### src/rtl/fifo_port_arbiter.sv
// Two-port push/pop arbiter and sequencer driving the FIFO start/write/done handshake.
// Define FIFO_ARB_TIMEOUT_EN to enable the WAIT watchdog and the sticky timeout_err flag.
module fifo_port_arbiter #(
  parameter int unsigned WIDTH          = 8,
  parameter int unsigned TIMEOUT_CYCLES = 16
) (
  input  logic             clk,
  input  logic             rst_n,
  input  logic             wr_req,
  input  logic [WIDTH-1:0] wr_data,
  output logic             wr_pend,
  output logic             wr_ack,
  output logic             wr_nack,
  input  logic             rd_req,
  output logic             rd_pend,
  output logic             rd_ack,
  output logic             rd_nack,
  output logic [WIDTH-1:0] rd_data,
  input  logic             clr_req,
  output logic             clr_ack,
  output logic             fifo_start,
  output logic             fifo_write,
  output logic             fifo_clear,
  output logic [WIDTH-1:0] fifo_data_in,
  input  logic [WIDTH-1:0] fifo_data_out,
  input  logic             fifo_done,
  input  logic             fifo_empty,
  input  logic             fifo_full,
  output logic             busy,
  output logic             timeout_err
);

  typedef enum logic [2:0] {StIdle, StIssue, StWait, StResp, StClear} state_e;

  state_e           state_q, state_d;
  logic             wr_pend_q, rd_pend_q, clr_pend_q;
  logic [WIDTH-1:0] wr_data_q, rd_data_q;
  logic             grant_wr_q, grant_wr_d;
  logic             nack_q, nack_d;
  logic             last_wr_q;  // 1: last grant went to the write port
  logic             timeout_hit;

  always_comb begin
    state_d    = state_q;
    grant_wr_d = grant_wr_q;
    nack_d     = nack_q;
    unique case (state_q)
      StIdle: begin
        if (clr_pend_q) begin
          state_d = StClear;
        end else if (wr_pend_q || rd_pend_q) begin
          // Round robin on a tie: favour the port that did not win last time.
          grant_wr_d = wr_pend_q && (!rd_pend_q || !last_wr_q);
          nack_d     = grant_wr_d ? fifo_full : fifo_empty;
          state_d    = nack_d ? StResp : StIssue;
        end
      end
      StIssue: state_d = StWait;
      StWait: begin
        if (fifo_done) begin
          state_d = StResp;
        end else if (timeout_hit) begin
          nack_d  = 1'b1;
          state_d = StResp;
        end
      end
      StResp:  state_d = StIdle;
      StClear: state_d = StIdle;
      default: state_d = StIdle;
    endcase
  end

  always_ff @(posedge clk or negedge rst_n) begin
    if (!rst_n) begin
      state_q    <= StIdle;
      grant_wr_q <= 1'b0;
      nack_q     <= 1'b0;
      last_wr_q  <= 1'b0;
      wr_pend_q  <= 1'b0;
      rd_pend_q  <= 1'b0;
      clr_pend_q <= 1'b0;
      wr_data_q  <= '0;
      rd_data_q  <= '0;
    end else begin
      state_q    <= state_d;
      grant_wr_q <= grant_wr_d;
      nack_q     <= nack_d;
      if (state_q == StResp) begin
        last_wr_q <= grant_wr_q;
      end
      // A request landing on a set flag (including the RESP cycle) is dropped.
      if (wr_req && !wr_pend_q) begin
        wr_pend_q <= 1'b1;
        wr_data_q <= wr_data;
      end else if (state_q == StResp && grant_wr_q) begin
        wr_pend_q <= 1'b0;
      end
      if (rd_req && !rd_pend_q) begin
        rd_pend_q <= 1'b1;
      end else if (state_q == StResp && !grant_wr_q) begin
        rd_pend_q <= 1'b0;
      end
      if (clr_req && !clr_pend_q) begin
        clr_pend_q <= 1'b1;
      end else if (state_q == StClear) begin
        clr_pend_q <= 1'b0;
      end
      if (state_q == StWait && fifo_done && !grant_wr_q) begin
        rd_data_q <= fifo_data_out;
      end
    end
  end

`ifdef FIFO_ARB_TIMEOUT_EN
  localparam int unsigned CntWidth = $clog2(TIMEOUT_CYCLES + 1);

  logic [CntWidth-1:0] wait_cnt_q;
  logic                timeout_err_q;

  assign timeout_hit = (state_q == StWait) && !fifo_done &&
                       (wait_cnt_q == CntWidth'(TIMEOUT_CYCLES - 1));

  always_ff @(posedge clk or negedge rst_n) begin
    if (!rst_n) begin
      wait_cnt_q    <= '0;
      timeout_err_q <= 1'b0;
    end else begin
      wait_cnt_q <= (state_q == StWait) ? wait_cnt_q + 1'b1 : '0;
      if (state_q == StClear) begin
        timeout_err_q <= 1'b0;
      end else if (timeout_hit) begin
        timeout_err_q <= 1'b1;
      end
    end
  end

  assign timeout_err = timeout_err_q;
`else
  assign timeout_hit = 1'b0;
  assign timeout_err = 1'b0;
`endif

  // Moore outputs decoded from registered state only.
  assign busy         = (state_q != StIdle);
  assign fifo_start   = (state_q == StIssue);
  assign fifo_write   = (state_q == StIssue) && grant_wr_q;
  assign fifo_data_in = ((state_q == StIssue || state_q == StWait) && grant_wr_q) ?
                        wr_data_q : '0;
  assign fifo_clear   = (state_q == StClear);
  assign clr_ack      = (state_q == StClear);
  assign wr_ack       = (state_q == StResp) && grant_wr_q && !nack_q;
  assign wr_nack      = (state_q == StResp) && grant_wr_q && nack_q;
  assign rd_ack       = (state_q == StResp) && !grant_wr_q && !nack_q;
  assign rd_nack      = (state_q == StResp) && !grant_wr_q && nack_q;
  assign wr_pend      = wr_pend_q;
  assign rd_pend      = rd_pend_q;
  assign rd_data      = rd_data_q;

endmodule
### config.mk
export PLATFORM = sky130hd
export DESIGN_NAME = fifo_port_arbiter
export DESIGN_NICKNAME = d
export VERILOG_FILES = /design/src/rtl/fifo_port_arbiter.sv
export SDC_FILE = /design/constraint.sdc
export NUM_CORES = 1
export LEC_CHECK = 0
export CAP_MARGIN = 20
export CORE_UTILIZATION = 50
export DETAILED_ROUTE_END_ITERATION = 6
export DONT_BUFFER_PORTS = 1
export PLACE_DENSITY = 0.68
export SLEW_MARGIN = 20
export SYNTH_ARGS = -nofsm -noshare
export SYNTH_HDL_FRONTEND = slang
export SYNTH_SLANG_ARGS = --single-unit
export TNS_END_PERCENT = 10
### constraint.sdc
create_clock -name clk -period 5.2 [get_ports clk]
set_clock_uncertainty 0.2 [all_clocks]
set_input_delay 0.52 -clock clk [delete_from_list [all_inputs] [get_ports clk]]
set_output_delay 0.52 -clock clk [all_outputs]
set_load 0.01 [all_outputs]
=== Yosys cells after proc, flatten, opt, wreduce, memory -nomap -nowiden ===
Cells that the tools add are included.

* Bits in registers: 25
* Bits in latches: 0
* Memory bits (writable): 0
* ROM bits: 0
* Bits of input ports: 24
* Output and inout bits: 28
* Memories: 0

* $add $sub $neg: 0
* Multiply operators: 0
* Divide/modulo/power cells: 0
* Magnitude comparators: 0
* Equal/unequal tests: 6
* Shifts and indexed selects: 0
* Multiplexer cells: 13
* Bitwise operators: 1
* Reductions and logical operators: 30

{| class="wikitable"
|+ Operators by type and width
! cell !! number
|-
| $logic_and A1 B1 Y1 || 14
|-
| $mux W3 || 3
|-
| $pmux W3 S3 || 1
|-
| $mux W8 || 1
|-
| $mux W1 || 7
|-
| $eq A3 B2 Y1 const B || 2
|-
| $logic_not A1 Y1 || 6
|-
| $reduce_bool A2 Y1 || 3
|-
| $eq A3 B1 Y1 const B || 1
|-
| $eq A3 B3 Y1 const B || 1
|-
| $logic_not A3 Y1 || 1
|-
| $logic_or A1 B1 Y1 || 3
|-
| $ne A3 B3 Y1 const B || 1
|-
| $reduce_and A3 Y1 || 1
|-
| $reduce_bool A3 Y1 || 1
|-
| $mux W2 || 1
|-
| $ne A2 B2 Y1 const B || 1
|-
| $reduce_and A2 Y1 || 1
|-
| $not A1 Y1 || 1
|}

=== Longest topological paths before layout ===
* Depth in word-level cells: 8
* Mapped depth: 4
* Mapped depth without buffers: 3

=== Worst setup path before layout ===
No wires, ideal clock.

* Kind: register to output
* From: register state_q[2]
* To: output port fifo_data_in[0]
* Data arrival time: 1.253 ns
* Slack: 3.227 ns
* Cell stages (with the launch flop): 4
* Buffers on the path: 1
* Path through: dfrtp_1 -> clkbuf_1 -> nor3b_1 -> and2_1

* Cells in the longest elaborated chain, start to end: 4
* Elaborated cells on any way between the ends: 5

{| class="wikitable"
|+ RTL lines
! item !! line !! source
|-
| start, declared || 35 || <nowiki>state_e state_q, state_d;</nowiki>
|-
| start signal, assigned || 75 || <nowiki>state_q <= StIdle;</nowiki>
|-
| start signal, assigned || 85 || <nowiki>state_q <= state_d;</nowiki>
|-
| $eq A3 B1 Y1 or $eq A3 B2 Y1 (tied branches) || 147 || <nowiki>assign fifo_data_in = ((state_q == StIssue || state_q == StWait) && grant_wr_q) ?</nowiki>
|-
| $logic_or A1 B1 Y1 (*) || 147 ||
|-
| $logic_and A1 B1 Y1 (*) || 147 ||
|-
| $mux W8 (*) || 147 ||
|-
| end, declared || 24 || <nowiki>output logic [WIDTH-1:0] fifo_data_in,</nowiki>
|}

Every way passes the cells marked *; elsewhere a longest branch is shown, timed or not.

=== Worst setup path in the final report ===
* From: register state_q[0]
* To: output port fifo_data_in[6]

The elaborated chain is that of the path after synthesis.

==> impl_metrics.json <==
{
  "drc": 0,
  "nets": 122,
  "hold_violations": 0,
  "crit_fanout": 10,
  "setup_viol": 0,
  "drv_cap": 0,
  "top_layer_used": "met4",
  "rsz0062_at_grt": "false",
  "postCtsSetupBuffers": 0,
  "seq_area_um2": 626,
  "clock-sinks": 25,
  "cts.path.max_buffers": 2,
  "drive_gt1_share_pct": 28.9,
  "dr_wl_met2_mm": 1.02,
  "synth_cell_types": 31,
  "routedWlPerCell_um": 16.1,
  "cts_root_buf": "clkbuf_4",
  "reg2reg_from": "state_q[1]$_DFFE_PN0P_",
  "num_rows": 17,
  "cts_made_buffers": 3,
  "synthesis.nets": 122,
  "ctsResizeCount": 0,
  "status": "completed",
  "wl_met3_um": 114,
  "ys_ff_latch": 25,
  "p_comb_share_pct": 31.9,
  "cts_htree_levels": 1,
  "wl_mm": 2.02,
  "worstSkewPairLatency_ns": 0.30,
  "wl_met1_um": 868,
  "worstPathArrival_ns": 2.00,
  "p_int_mw": 0.435,
  "ys_warn_count": 0,
  "syn_area_per_cell_um2": 12.1,
  "grt_first_pass_wirelength_mm": 3.21,
  "io_pins": 52,
  "ys_top_cells_by_count": "25 x dfrtp_1, 18 x mux2_2, 11 x and2_1",
  "dp_cells": 119,
  "yosysTopAreaCellShare_pct": 52.6,
  "rrSetupSlack_ns": 3.33,
  "path_clk_slew_ns": 0.13,
  "required_ns": 4.48,
  "antenna_found_initial": 0,
  "grt_max_degree": 26,
  "powerDensity_nw_per_um2": 572,
  "grt_use_total_pct": 17.2,
  "r2r_end": "rd_data[4]$_DFFE_PN0P_",
  "critPathKind": "reg -> out",
  "fin_ws_ns": 2.48,
  "pwr-share-seq_pct": 56.3,
  "initial_core_util_pct": 53.2,
  "final_util_pct": 55.2,
  "drt_pass1_iterations": 4,
  "place_ws_ns": 2.83,
  "critPathLaunchType": "flop",
  "io_buffers": 0,
  "vias": 706,
  "async_flop_share_pct": 100,
  "tritoncts": "done",
  "drt_iter0_drc": 5,
  "yosys-top-cells-area": "dfrtp_1 53%, mux2_2 17%, and2_1 5.8%",
  "cp-end-kind": "output port",
  "ant_nets": 0,
  "grt_overflow": 0,
  "p_switching_mw": 0.269,
  "setup.worst_path.start": "state_q[0]$_DFFE_PN0P_",
  "die_h_um": 50.8,
  "dpl_cell_area_um2": 1180,
  "core_um2": 2230,
  "fin_tns_setup_ns": 0,
  "n_antenna_cell": 0,
  "slew_headroom_pct": 46.6,
  "r2r_cells": 3,
  "synthFlopType": "dfrtp_1",
  "p_sw_share_pct": 38.2,
  "gp_congestion": 0.742,
  "die_w_um": 50.8,
  "instances_no_fill": 125,
  "hold_slack_ns": 0.144,
  "syn_area_um2": 1190,
  "ctsHoldBuffers": 2,
  "power.total_mw": 0.704,
  "synth_top_area_cell": "dfrtp_1",
  "cp-endpoint": "fifo_data_in[6]",
  "grt_pass1_vias": 703,
  "fill_cells": 196,
  "period_share_pct": 52.3,
  "tightestPinTransition_ns": 0.799,
  "syn_to_final_growth_pct": 3.68,
  "hpwlAfterDp_mm": 1.50,
  "ir_worst_vdd_uv": 333,
  "dieArea_um2": 2580,
  "vias_per_cell": 5.65,
  "synth-edff-count": 0,
  "clock_power_share_pct": 11.8,
  "final_area_um2": 1230,
  "seq_area_frac_synth_pct": 52.6,
  "p_leak_nw": 0.513,
  "synth_most_common_cell": "dfrtp_1",
  "drv_slew": 0,
  "multiInputGateArea_um2": 512,
  "fin_crit_ns": 2.72,
  "fmax_mhz": 367,
  "syn_inst": 98,
  "min_path_type": "in -> reg"
}
## routing by layer
metal,global-route usage [%],up-vias
li1,-,336
met1,20.5,342
met2,29.1,26
met3,4.55,2
met4,6.94,0
met5,0,-
## cell type report
class / instances / share of cell area [%]
Clock buffer: 4 / 2.13
Multi-Input combinational cell: 65 / 41.5
Sequential cell: 25 / 50.8
Tap cell: 28 / 2.84
Inverter: 1 / 0.305
Timing Repair Buffer: 2 / 2.44
## registers in the layout (all words and copies together) (netlist names)
register    count
rd_pend         1
grant_wr_q      1
clr_pend_q      1
wr_data_q       8
state_q         3
nack_q          1
wr_pend         1
last_wr_q       1
rd_data         8
## how the worst min path moves through the flow
| stage | depth (start not counted) | from | to | slack, ns |
|---|---|---|---|---|
| after floorplan | 0 | rst_n | clr_pend_q$_DFFE_PN0P_ | 0.02 |
| after global placement | 0 | rst_n | state_q[1]$_DFFE_PN0P_ | 0.02 |
| after detailed placement | 0 | rst_n | state_q[1]$_DFFE_PN0P_ | 0.02 |
| after CTS | 2 | clr_req | clr_pend_q$_DFFE_PN0P_ | 0.13 |
| after global routing | 1 | fifo_data_out[3] | rd_data[3]$_DFFE_PN0P_ | 0.13 |
| final | 2 | clr_req | clr_pend_q$_DFFE_PN0P_ | 0.14 |
## critical path: stages, from the launching register on
cell	delay, ns
dfrtp_1	0.55
xnor2_1	0.19
nor3b_1	0.67
and2_1	0.29
## cells in the final DEF, fill, tap and decap left out, types with 2 or more instances in the layout
cell type / n
and2_1: 11
nor3b_1: 2
nor3_1: 3
clkbuf_4: 3
nand2_1: 3
dfrtp_1: 25
mux2_2: 18
o21ai_0: 2
nor4_4: 2
a21oi_1: 3
nor2_1: 6
## kinds of logic (layout without fill, tap and decap cells)
family / Yosys count / count (layout) / synth area share [%]
AND/OR/NAND/NOR: 34 / 34 / 18.8
flip-flops: 25 / 25 / 52.6
multiplexers: 18 / 18 / 17.1
AO/OA/AOI/OAI: 11 / 11 / 6.11
buffers and inverters: 8 / 7 / 4.31
other: 1 / 1 / 0.315
XOR/XNOR: 1 / 1 / 0.737
## power groups by stage
stage	Sequential (mW)	Combinational (mW)	Clock [mW]
3_5_place_dp	0.403	0.222	0
4_1_cts	0.399	0.229	0.0871
5_1_grt	0.411	0.250	0.0936
6_report	0.397	0.225	0.0830
2_1_floorplan	0.356	0.251	0
3_3_place_gp	0.397	0.215	0
Note: power is estimated with default switching activity, not from simulation.
